**config.mk**
```make
export PLATFORM = sky130hd
export DESIGN_NAME = apb_master_arbiter_flat
export DESIGN_NICKNAME = d
export VERILOG_FILES = /design/src/rtl/apb_master_arbiter_pkg.sv /design/src/rtl/apb_master_arbiter_if.sv /design/src/rtl/apb_master_arbiter_rr_arbiter.sv /design/src/rtl/apb_master_arbiter.sv /design/src/flat_wrapper.sv
export SDC_FILE = /design/constraint.sdc
export NUM_CORES = 1
export LEC_CHECK = 0
export CAP_MARGIN = 20
export CORE_MARGIN = 5
export CORE_UTILIZATION = 40
export CTS_CLUSTER_SIZE = 24
export DETAILED_ROUTE_END_ITERATION = 6
export PLACE_DENSITY = 0.86
export SETUP_SLACK_MARGIN = 0.02
export SYNTH_ARGS = -nofsm -noshare
export SYNTH_HDL_FRONTEND = slang
export SYNTH_SLANG_ARGS = --single-unit
```
**constraint.sdc**
```tcl
create_clock -name pclk -period 1.9 [get_ports pclk]
set_input_delay 0.19 -clock pclk [delete_from_list [all_inputs] [get_ports pclk]]
set_output_delay 0.19 -clock pclk [all_outputs]
set_load 0.1 [all_outputs]
```
**src/rtl/apb_master_arbiter_pkg.sv**
```systemverilog
// Shared state and command types for the APB master arbiter.
// Command struct widths track the default bus widths below.
package apb_master_arbiter_pkg;

  localparam int APB_ADDR_W = 16;
  localparam int APB_DATA_W = 16;

  typedef enum logic [1:0] {
    IDLE   = 2'd0,
    SETUP  = 2'd1,
    ACCESS = 2'd2,
    DONE   = 2'd3
  } apb_state_e;

  typedef struct packed {
    logic                  write;
    logic [APB_ADDR_W-1:0] addr;
    logic [APB_DATA_W-1:0] wdata;
  } apb_cmd_t;

endpackage

```
**src/rtl/apb_master_arbiter_if.sv**
```systemverilog
// Requester-side and APB-side signals of the arbiter; master = arbiter view,
// slave = the surrounding requesters plus the APB slave.
interface apb_master_arbiter_if #(
  parameter int NUM_REQ = 2,
  parameter int ADDR_W  = 16,
  parameter int DATA_W  = 16
) ();

  logic [NUM_REQ-1:0]        i_req_valid;
  logic [NUM_REQ-1:0]        i_req_write;
  logic [NUM_REQ*ADDR_W-1:0] i_req_addr;
  logic [NUM_REQ*DATA_W-1:0] i_req_wdata;
  logic [NUM_REQ-1:0]        o_req_done;
  logic                      o_req_err;
  logic [DATA_W-1:0]         o_req_rdata;

  logic                      o_psel;
  logic                      o_penable;
  logic                      o_pwrite;
  logic [ADDR_W-1:0]         o_paddr;
  logic [DATA_W-1:0]         o_pwdata;
  logic                      i_pready;
  logic [DATA_W-1:0]         i_prdata;
  logic                      i_pslverr;

  modport master (
    input  i_req_valid, i_req_write, i_req_addr, i_req_wdata,
    input  i_pready, i_prdata, i_pslverr,
    output o_req_done, o_req_err, o_req_rdata,
    output o_psel, o_penable, o_pwrite, o_paddr, o_pwdata
  );

  modport slave (
    output i_req_valid, i_req_write, i_req_addr, i_req_wdata,
    output i_pready, i_prdata, i_pslverr,
    input  o_req_done, o_req_err, o_req_rdata,
    input  o_psel, o_penable, o_pwrite, o_paddr, o_pwdata
  );

endinterface

```
**src/rtl/apb_master_arbiter_rr_arbiter.sv**
```systemverilog
// Round-robin arbiter: combinational one-hot grant searching from the pointer;
// the pointer moves to grant+1 when advance is asserted with any request.
module rr_arbiter
  import apb_master_arbiter_pkg::*;
#(
  parameter int N = 2
) (
  input  logic         pclk,
  input  logic         pnreset,
  input  logic [N-1:0] req,
  input  logic         advance,
  output logic [N-1:0] grant
);

  localparam int PW = $clog2(N);

  logic [PW-1:0] ptr_q, ptr_d;
  logic [PW-1:0] cand;

  // Walk from farthest to nearest so the first requester at/after ptr wins.
  always_comb begin
    grant = '0;
    ptr_d = ptr_q;
    cand  = '0;
    for (int i = N - 1; i >= 0; i--) begin
      cand = PW'((int'(ptr_q) + i) % N);
      if (req[cand]) begin
        grant       = '0;
        grant[cand] = 1'b1;
        ptr_d       = (cand == PW'(N - 1)) ? '0 : cand + 1'b1;
      end
    end
  end

  always_ff @(posedge pclk or negedge pnreset) begin
    if (!pnreset) begin
      ptr_q <= '0;
    end else if (advance && |req) begin
      ptr_q <= ptr_d;
    end
  end

endmodule

```
**src/rtl/apb_master_arbiter.sv**
```systemverilog
// APB3 master shared by NUM_REQ requesters with round-robin grant; all outputs registered.
// Define APB_ARB_TIMEOUT_EN to abort an ACCESS after TIMEOUT_CYCLES cycles without pready.
module apb_master_arbiter
  import apb_master_arbiter_pkg::*;
#(
  parameter int NUM_REQ        = 2,
  parameter int APB_ADDR_WIDTH = APB_ADDR_W,
  parameter int APB_DATA_WIDTH = APB_DATA_W,
  parameter int TIMEOUT_CYCLES = 64
) (
  input logic                  pclk,
  input logic                  pnreset,
  apb_master_arbiter_if.master bus
);

  apb_state_e                state_q;
  apb_cmd_t                  cmd_q;
  apb_cmd_t                  win_cmd;
  logic [NUM_REQ-1:0]        grant;
  logic [NUM_REQ-1:0]        gnt_q;
  logic [NUM_REQ-1:0]        done_q;
  logic                      psel_q;
  logic                      penable_q;
  logic                      err_q;
  logic [APB_DATA_WIDTH-1:0] rdata_q;
  logic                      arb_advance;

`ifdef APB_ARB_TIMEOUT_EN
  localparam int CNT_W = $clog2(TIMEOUT_CYCLES);
  logic [CNT_W-1:0] cnt_q;
  logic             timeout;
  assign timeout = (cnt_q == CNT_W'(TIMEOUT_CYCLES - 1));
`endif

  assign arb_advance = (state_q == IDLE);

  rr_arbiter #(.N(NUM_REQ)) u_rr (
    .pclk    (pclk),
    .pnreset (pnreset),
    .req     (bus.i_req_valid),
    .advance (arb_advance),
    .grant   (grant)
  );

  always_comb begin
    win_cmd = '0;
    for (int k = 0; k < NUM_REQ; k++) begin
      if (grant[k]) begin
        win_cmd.write = bus.i_req_write[k];
        win_cmd.addr  = bus.i_req_addr[k*APB_ADDR_WIDTH +: APB_ADDR_WIDTH];
        win_cmd.wdata = bus.i_req_wdata[k*APB_DATA_WIDTH +: APB_DATA_WIDTH];
      end
    end
  end

  always_ff @(posedge pclk or negedge pnreset) begin
    if (!pnreset) begin
      state_q   <= IDLE;
      cmd_q     <= '0;
      gnt_q     <= '0;
      done_q    <= '0;
      psel_q    <= 1'b0;
      penable_q <= 1'b0;
      err_q     <= 1'b0;
      rdata_q   <= '0;
`ifdef APB_ARB_TIMEOUT_EN
      cnt_q     <= '0;
`endif
    end else begin
      case (state_q)
        IDLE: begin
          if (|bus.i_req_valid) begin
            cmd_q   <= win_cmd;
            gnt_q   <= grant;
            psel_q  <= 1'b1;
            state_q <= SETUP;
          end
        end
        SETUP: begin
          penable_q <= 1'b1;
          state_q   <= ACCESS;
`ifdef APB_ARB_TIMEOUT_EN
          cnt_q     <= '0;
`endif
        end
        ACCESS: begin
          if (bus.i_pready) begin
            psel_q    <= 1'b0;
            penable_q <= 1'b0;
            done_q    <= gnt_q;
            err_q     <= bus.i_pslverr;
            rdata_q   <= cmd_q.write ? '0 : bus.i_prdata;
            state_q   <= DONE;
          end
`ifdef APB_ARB_TIMEOUT_EN
          // Abort path: any pready arriving after this is ignored outside ACCESS.
          else if (timeout) begin
            psel_q    <= 1'b0;
            penable_q <= 1'b0;
            done_q    <= gnt_q;
            err_q     <= 1'b1;
            rdata_q   <= '0;
            state_q   <= DONE;
          end else begin
            cnt_q <= cnt_q + 1'b1;
          end
`endif
        end
        DONE: begin
          done_q  <= '0;
          err_q   <= 1'b0;
          rdata_q <= '0;
          state_q <= IDLE;
        end
        default: state_q <= IDLE;
      endcase
    end
  end

  assign bus.o_req_done  = done_q;
  assign bus.o_req_err   = err_q;
  assign bus.o_req_rdata = rdata_q;
  assign bus.o_psel      = psel_q;
  assign bus.o_penable   = penable_q;
  assign bus.o_pwrite    = cmd_q.write;
  assign bus.o_paddr     = cmd_q.addr;
  assign bus.o_pwdata    = cmd_q.wdata;

endmodule
```
**src/flat_wrapper.sv**
```systemverilog
// flat-port wrapper written by rule: the top's interface ports become plain ports
module apb_master_arbiter_flat import apb_master_arbiter_pkg::*;
#(
  parameter int NUM_REQ        = 2,
  parameter int APB_ADDR_WIDTH = APB_ADDR_W,
  parameter int APB_DATA_WIDTH = APB_DATA_W,
  parameter int TIMEOUT_CYCLES = 64
)
  (pclk, pnreset, bus_i_req_valid, bus_i_req_write, bus_i_req_addr, bus_i_req_wdata, bus_i_pready, bus_i_prdata, bus_i_pslverr, bus_o_req_done, bus_o_req_err, bus_o_req_rdata, bus_o_psel, bus_o_penable, bus_o_pwrite, bus_o_paddr, bus_o_pwdata);
  apb_master_arbiter_if #(.NUM_REQ(NUM_REQ)) bus_i ();
  input logic pclk;
  input logic pnreset;
  input wire logic [$bits(bus_i.i_req_valid)-1:0] bus_i_req_valid;
  input wire logic [$bits(bus_i.i_req_write)-1:0] bus_i_req_write;
  input wire logic [$bits(bus_i.i_req_addr)-1:0] bus_i_req_addr;
  input wire logic [$bits(bus_i.i_req_wdata)-1:0] bus_i_req_wdata;
  input wire logic [$bits(bus_i.i_pready)-1:0] bus_i_pready;
  input wire logic [$bits(bus_i.i_prdata)-1:0] bus_i_prdata;
  input wire logic [$bits(bus_i.i_pslverr)-1:0] bus_i_pslverr;
  output wire logic [$bits(bus_i.o_req_done)-1:0] bus_o_req_done;
  output wire logic [$bits(bus_i.o_req_err)-1:0] bus_o_req_err;
  output wire logic [$bits(bus_i.o_req_rdata)-1:0] bus_o_req_rdata;
  output wire logic [$bits(bus_i.o_psel)-1:0] bus_o_psel;
  output wire logic [$bits(bus_i.o_penable)-1:0] bus_o_penable;
  output wire logic [$bits(bus_i.o_pwrite)-1:0] bus_o_pwrite;
  output wire logic [$bits(bus_i.o_paddr)-1:0] bus_o_paddr;
  output wire logic [$bits(bus_i.o_pwdata)-1:0] bus_o_pwdata;
  assign bus_i.i_req_valid = bus_i_req_valid;
  assign bus_i.i_req_write = bus_i_req_write;
  assign bus_i.i_req_addr = bus_i_req_addr;
  assign bus_i.i_req_wdata = bus_i_req_wdata;
  assign bus_i.i_pready = bus_i_pready;
  assign bus_i.i_prdata = bus_i_prdata;
  assign bus_i.i_pslverr = bus_i_pslverr;
  assign bus_o_req_done = bus_i.o_req_done;
  assign bus_o_req_err = bus_i.o_req_err;
  assign bus_o_req_rdata = bus_i.o_req_rdata;
  assign bus_o_psel = bus_i.o_psel;
  assign bus_o_penable = bus_i.o_penable;
  assign bus_o_pwrite = bus_i.o_pwrite;
  assign bus_o_paddr = bus_i.o_paddr;
  assign bus_o_pwdata = bus_i.o_pwdata;
  apb_master_arbiter #(.NUM_REQ(NUM_REQ), .APB_ADDR_WIDTH(APB_ADDR_WIDTH), .APB_DATA_WIDTH(APB_DATA_WIDTH), .TIMEOUT_CYCLES(TIMEOUT_CYCLES)) u_core (.pclk(pclk), .pnreset(pnreset), .bus(bus_i));
endmodule
```
* After elaboration in Yosys (flattened, before gate mapping) *
Index checks and enable logic that the tools add are counted.

storage, ports and cells
  register bits after elaboration = 59
  bits of input ports = 88
  output and inout bits = 54
  word-level logic and storage cells = 68

cells by class
  add/sub/neg operators = 3
  $lt $le $gt $ge = 4
  eq/ne operators = 5
  mux-type cells = 30
  reductions and logical operators = 15

operator list
  kind                 count
  $mux 33              2
  $mux 16              2
  $pmux 16 s2          1
  $mux 1               13
  $mux 2               5
  $reduce_and 2->1     5
  $pmux 2 s4           1
  $reduce_bool 2->1    4
  $pmux 1 s2           3
  $eq 2x2->1 const B   2
  $lt 1x2->1 const B   2
  $pmux 2 s2           1
  $add 1x1->1 const B  3
  $logic_and 1x1->1    3
  $reduce_and 3->1     1
  $demux 1 s1          2
  $eq 2x1->1 const B   1
  $ge 1x1->1 const B   2
  $logic_not 2->1      1
  $ne 2x1->1 const B   1
  $ne 2x2->1 const B   1
  $reduce_or 2->1      1

* Longest topological paths before layout *
Gate-level depths: netlist (run 1).

  depth after elaboration = 9
  gate-level depth with buffers = 7
  mapped depth without buffers = 5

* Hierarchy *
From an unflattened synthesis (run 1), not the netlist that was laid out.

unflattened totals
  cells, all modules = 269
  area, all modules = 2733.9 um^2

modules (own cells, without submodules)
  module              times used  cells each  area an instance (um^2)  sequential area each (um^2)
  apb_master_arbiter  1           263         2678.8                   1451.4
  rr_arbiter          1           6           55.1                     25.0

* Worst setup path after synthesis (run 1) *
Ideal clock, no wire load.

  kind = register to register
  start = reg u_core.cmd_q, in the netlist u_core.bus.o_pwrite
  end = reg u_core.rdata_q[10], in the netlist u_core.bus.o_req_rdata[10]
  setup time = 129 ps
  arrival = 1517 ps
  data required time = 1771 ps
  path slack = 255 ps
  cell stages (with the launch flop) = 5
  buffers on the path = 1
  period minus slack after synthesis = 1645 ps
  cells stage by stage = dfrtp_1 -> nor2_1 -> buf_2 -> nand2_1 -> o21ai_0

between the ends
  word-level cells in the longest chain between the ends = 3

ends and longest elaborated chain
  item                    line                      text
  from (decl)             apb_master_arbiter.sv:17  apb_cmd_t cmd_q;
  from (signal assigned)  apb_master_arbiter.sv:73  cmd_q <= win_cmd;
  $mux 16                 apb_master_arbiter.sv:92  rdata_q <= cmd_q.write ? '0 : bus.i_prdata;
  $mux 16                 apb_master_arbiter.sv:87  if (bus.i_pready) begin
  $pmux 16 s2             apb_master_arbiter.sv:70  case (state_q)
  to (signal assigned)    apb_master_arbiter.sv:92
  to (decl)               apb_master_arbiter.sv:25  logic [APB_DATA_WIDTH-1:0] rdata_q;

No other way between the ends. The select of a mux whose other input is x is not followed.
A chain may end at the register's enable or synchronous reset.

* Final worst setup path (run 1) *
  start = reg u_core.state_q[0]
  end = reg u_core.cmd_q, in the netlist u_core.bus.o_pwdata[2]

between the ends
  word-level cells in the longest chain between the ends = 2

ends and longest elaborated chain
  item                        line                      text
  from (decl)                 apb_master_arbiter.sv:16  apb_state_e state_q;
  from (signal assigned)      apb_master_arbiter.sv:58  state_q <= IDLE;
  from (signal assigned)      apb_master_arbiter.sv:76  state_q <= SETUP;
  from (signal assigned)      apb_master_arbiter.sv:81  state_q <= ACCESS;
  $logic_not 2->1             apb_master_arbiter.sv:70
  $reduce_and 2->1 (no line)  --

No other way between the ends.

==> results of run 1 <==
==> per-stage QoR <==
step | setup slack [ns] | instance area [um^2] | instances
3_3_place_gp | 0.146 | 4070 | 470
4_1_cts | 0.185 | 4270 | 485
5_1_grt | 0.0299 | 4270 | 485
6_report | 0.204 | 4270 | 485
3_5_place_dp | 0.0711 | 4070 | 470
2_1_floorplan | 0.255 | 2730 | 261
==> placed cells by master (no fill, tap or decap), drive strengths merged, types with 2 or more instances in the layout <==
master          n
o21ai          17
dfrtp          59
nor2b           2
a21oi          26
clkbuf         11
nor2           29
a32oi          25
clkdlybuf4s50  86
buf            66
nand2          33
a22o            6
ha              4
a221o           7
o21a            2
inv             5
a31oi           2
and4            7
clkinv          2
==> critical path, delay by kind of cell (launching register included) <==
family / cells / cell delay, ns
AOI/OAI and AO/OA: 2 / 0.38
adders and majority gates: 1 / 0.43
buffers and inverters: 2 / 0.33
DFF: 1 / 0.41
and+or+nand+nor: 1 / 0.06
==> state kept, by name (all words and copies together), names as in the netlist <==
register and cells:
u_core.bus.o_req_rdata 16, u_core.bus.o_penable 1, u_core.state_q 2, u_core.bus.o_psel 1, u_core.bus.o_pwdata 16, u_core.bus.o_req_done 2, u_core.gnt_q 2, u_core.u_rr.ptr_q 1
u_core.bus.o_pwrite 1, u_core.bus.o_req_err 1, u_core.bus.o_paddr 16
==> routing by layer <==
metal | vias to the layer above | wire, um | global-route usage
met2 | 101 | 3950 | 0.320
li1 | 1246 | - | -
met5 | - | 0 | 0
met1 | 1203 | 3000 | 0.208
met3 | 14 | 615 | 0.0512
met4 | 0 | 132 | 0.0693
==> worst paths after layout <==
check	from	to	slack [ns]
worst max-delay path	u_core.state_q[0]$_DFFE_PN0P_	u_core.bus.o_pwdata[2]$_DFFE_PN0P_	0.20
worst min-delay path	pnreset	u_core.bus.o_req_rdata[10]$_DFFE_PN0P_	0.37
worst max register to register	u_core.state_q[0]$_DFFE_PN0P_	u_core.bus.o_pwdata[2]$_DFFE_PN0P_	0.20
worst min register to register	u_core.bus.o_req_rdata[5]$_DFFE_PN0P_	u_core.bus.o_req_rdata[5]$_DFFE_PN0P_	0.48
max in group asynchronous	pnreset	u_core.bus.o_pwdata[8]$_DFFE_PN0P_	0.93
min in group pclk	bus_i_prdata[1]	u_core.bus.o_req_rdata[1]$_DFFE_PN0P_	0.40
==> final cells by class <==
cell class,instances,share of cell area
sequential,59,0.346
inverter,5,0.00440
clock buffer,11,0.0331
timing repair buffer,153,0.329
tap,80,0.0235
clock inverter,3,0.00939
multi-input combinational,174,0.255
==> kinds of logic (layout without fill, tap and decap cells) <==
group | after synthesis | in the layout
buffers and inverters | 28 | 172
and+or+nand+nor | 74 | 74
AOI/OAI and AO/OA | 94 | 94
muxes | 2 | 2
DFF | 59 | 59
adders and majority gates | 4 | 4
==> what timing repair did <==
action,in CTS,in global routing
setup buffers,0,0
hold buffers,1,0
resized for setup,0,0
endpoints found under the hold margin,21,0
==> metrics.yaml, run 1 <==
run_status: "finished clean"
seqCellArea_mm2: 0.00148
areaGrowthSynthToFinish_pct: 56.4
multiInputGateArea_mm2: 0.00109
initial_utilization: 0.406
tritoncts: "built"
whs_ns: 0.372
slew_violations: 0
postSynthCellCount: 261
core-area_mm2: 0.00672
timing_hold_violations_final: 0
gp_congestion: 0.754
post-route-util: 0.635
io_buffer_count: 141
antenna_found_initial: 0
ys_warn_count: 0
grt_overflow_total: 0
synth_fa_ha_area_frac: 0.0184
drt_iter0_drc: 48
via_count: 2564
clockBufferDepth: 2
synthFlopType: "dfrtp_1"
fin_nets: 494
grt_max_degree: 51
synth.most_common_cell: "dfrtp_1"
hold_path_class: "input port to async pin"
first_pass_iters: 4
cts_buffers: 9
yosys.area.top_type: "dfrtp_1"
ys_seq_area_frac: 0.542
insertion_delay_ns: 0.33
cp_slowest_cell: "ha_1"
syn-num-nets: 353
synth_top_family_by_area: "compound AO/OA/AOI/OAI gates"
wl_per_cell_um: 15.9
final-setup-viol-count: 0
max_cap_violations: 0
clkSlewWorstSetupHoldPaths_ns: 0.07
htree_levels: 3
synth_commonest_cells: "dfrtp_1, nand2_1, nor2_1"
ioPinCount: 142
finalCritPeriodShare: 0.893
synth_compound_area_frac: 0.248
avgSynthCellArea_um2: 10.4
fp-row-count: 30
synth.area.mux_share: 0.00780
grt_pass1_vias: 2583
rsz0062_at_grt: "no"
max_freq_ghz: 0.590
route.detailed.drc: 0
grtUsageTotal: 0.182
skew_ns: 0.00458
synth_top_area_frac: 0.542
worstMarginPinSlew_ns: 0.532
max_stage_delay_ns: 0.43
n_fill_cell: 567
synth_cell_types: 35
synth_enable_flop_cells: 0
die_h_um: 92.6
cp_cell_sequence: "inv_1, ha_1, o21a_1, buf_12, nor2_1, a21oi_1"
arrival_ns: 1.95
cp.required_ns: 2.15
ys_ff_latch: 59
fp.dieW_um: 92.6
yosys.area_share.simple: 0.123
wl_um: 7700
synth_xor_area_frac: 0
diodes: 0
clock-root-buffer: "clkbuf_8"
worstSetupPathType: "flip-flop to flip-flop"
reg2reg_depth: 6
dieArea_mm2: 0.00857
cts_sinks: 59
netlist_area_mm2: 0.00273
synthArstFlopShare: 1.00
worst-path-max-fanout: 50
start_kind: "flip-flop"
crit_path_end_kind: "flip-flop"
drive_gt1_frac: 0.212
min_period_ns: 1.70
ant_nets: 0
slew_headroom: 0.645
finalSetupTns_ns: 0
viasPerCell: 5.29
grt_pass1_wl_um: 12300
dp_hpwl_um: 5790
ys_top_cells_by_area: "dfrtp_1, a32oi_1, a21oi_1, nand2_1, nor2_1"
Power of run 1 is not shown: default switching activity piles up to over one toggle a cycle in this logic, so the estimate is an artifact.
==> run 2, diff against run 1 <==
--- a/config.mk
+++ b/config.mk
@@ -8,6 +8,7 @@
 export CAP_MARGIN = 20
 export CORE_MARGIN = 5
 export CORE_UTILIZATION = 40
+export CTS_CLUSTER_DIAMETER = 50
 export CTS_CLUSTER_SIZE = 24
 export DETAILED_ROUTE_END_ITERATION = 6
 export PLACE_DENSITY = 0.86
==> results of run 2 <==
No change in the layout: final DEF, timing and power equal those of run 1.
Power of run 2 is left out for the same reason.
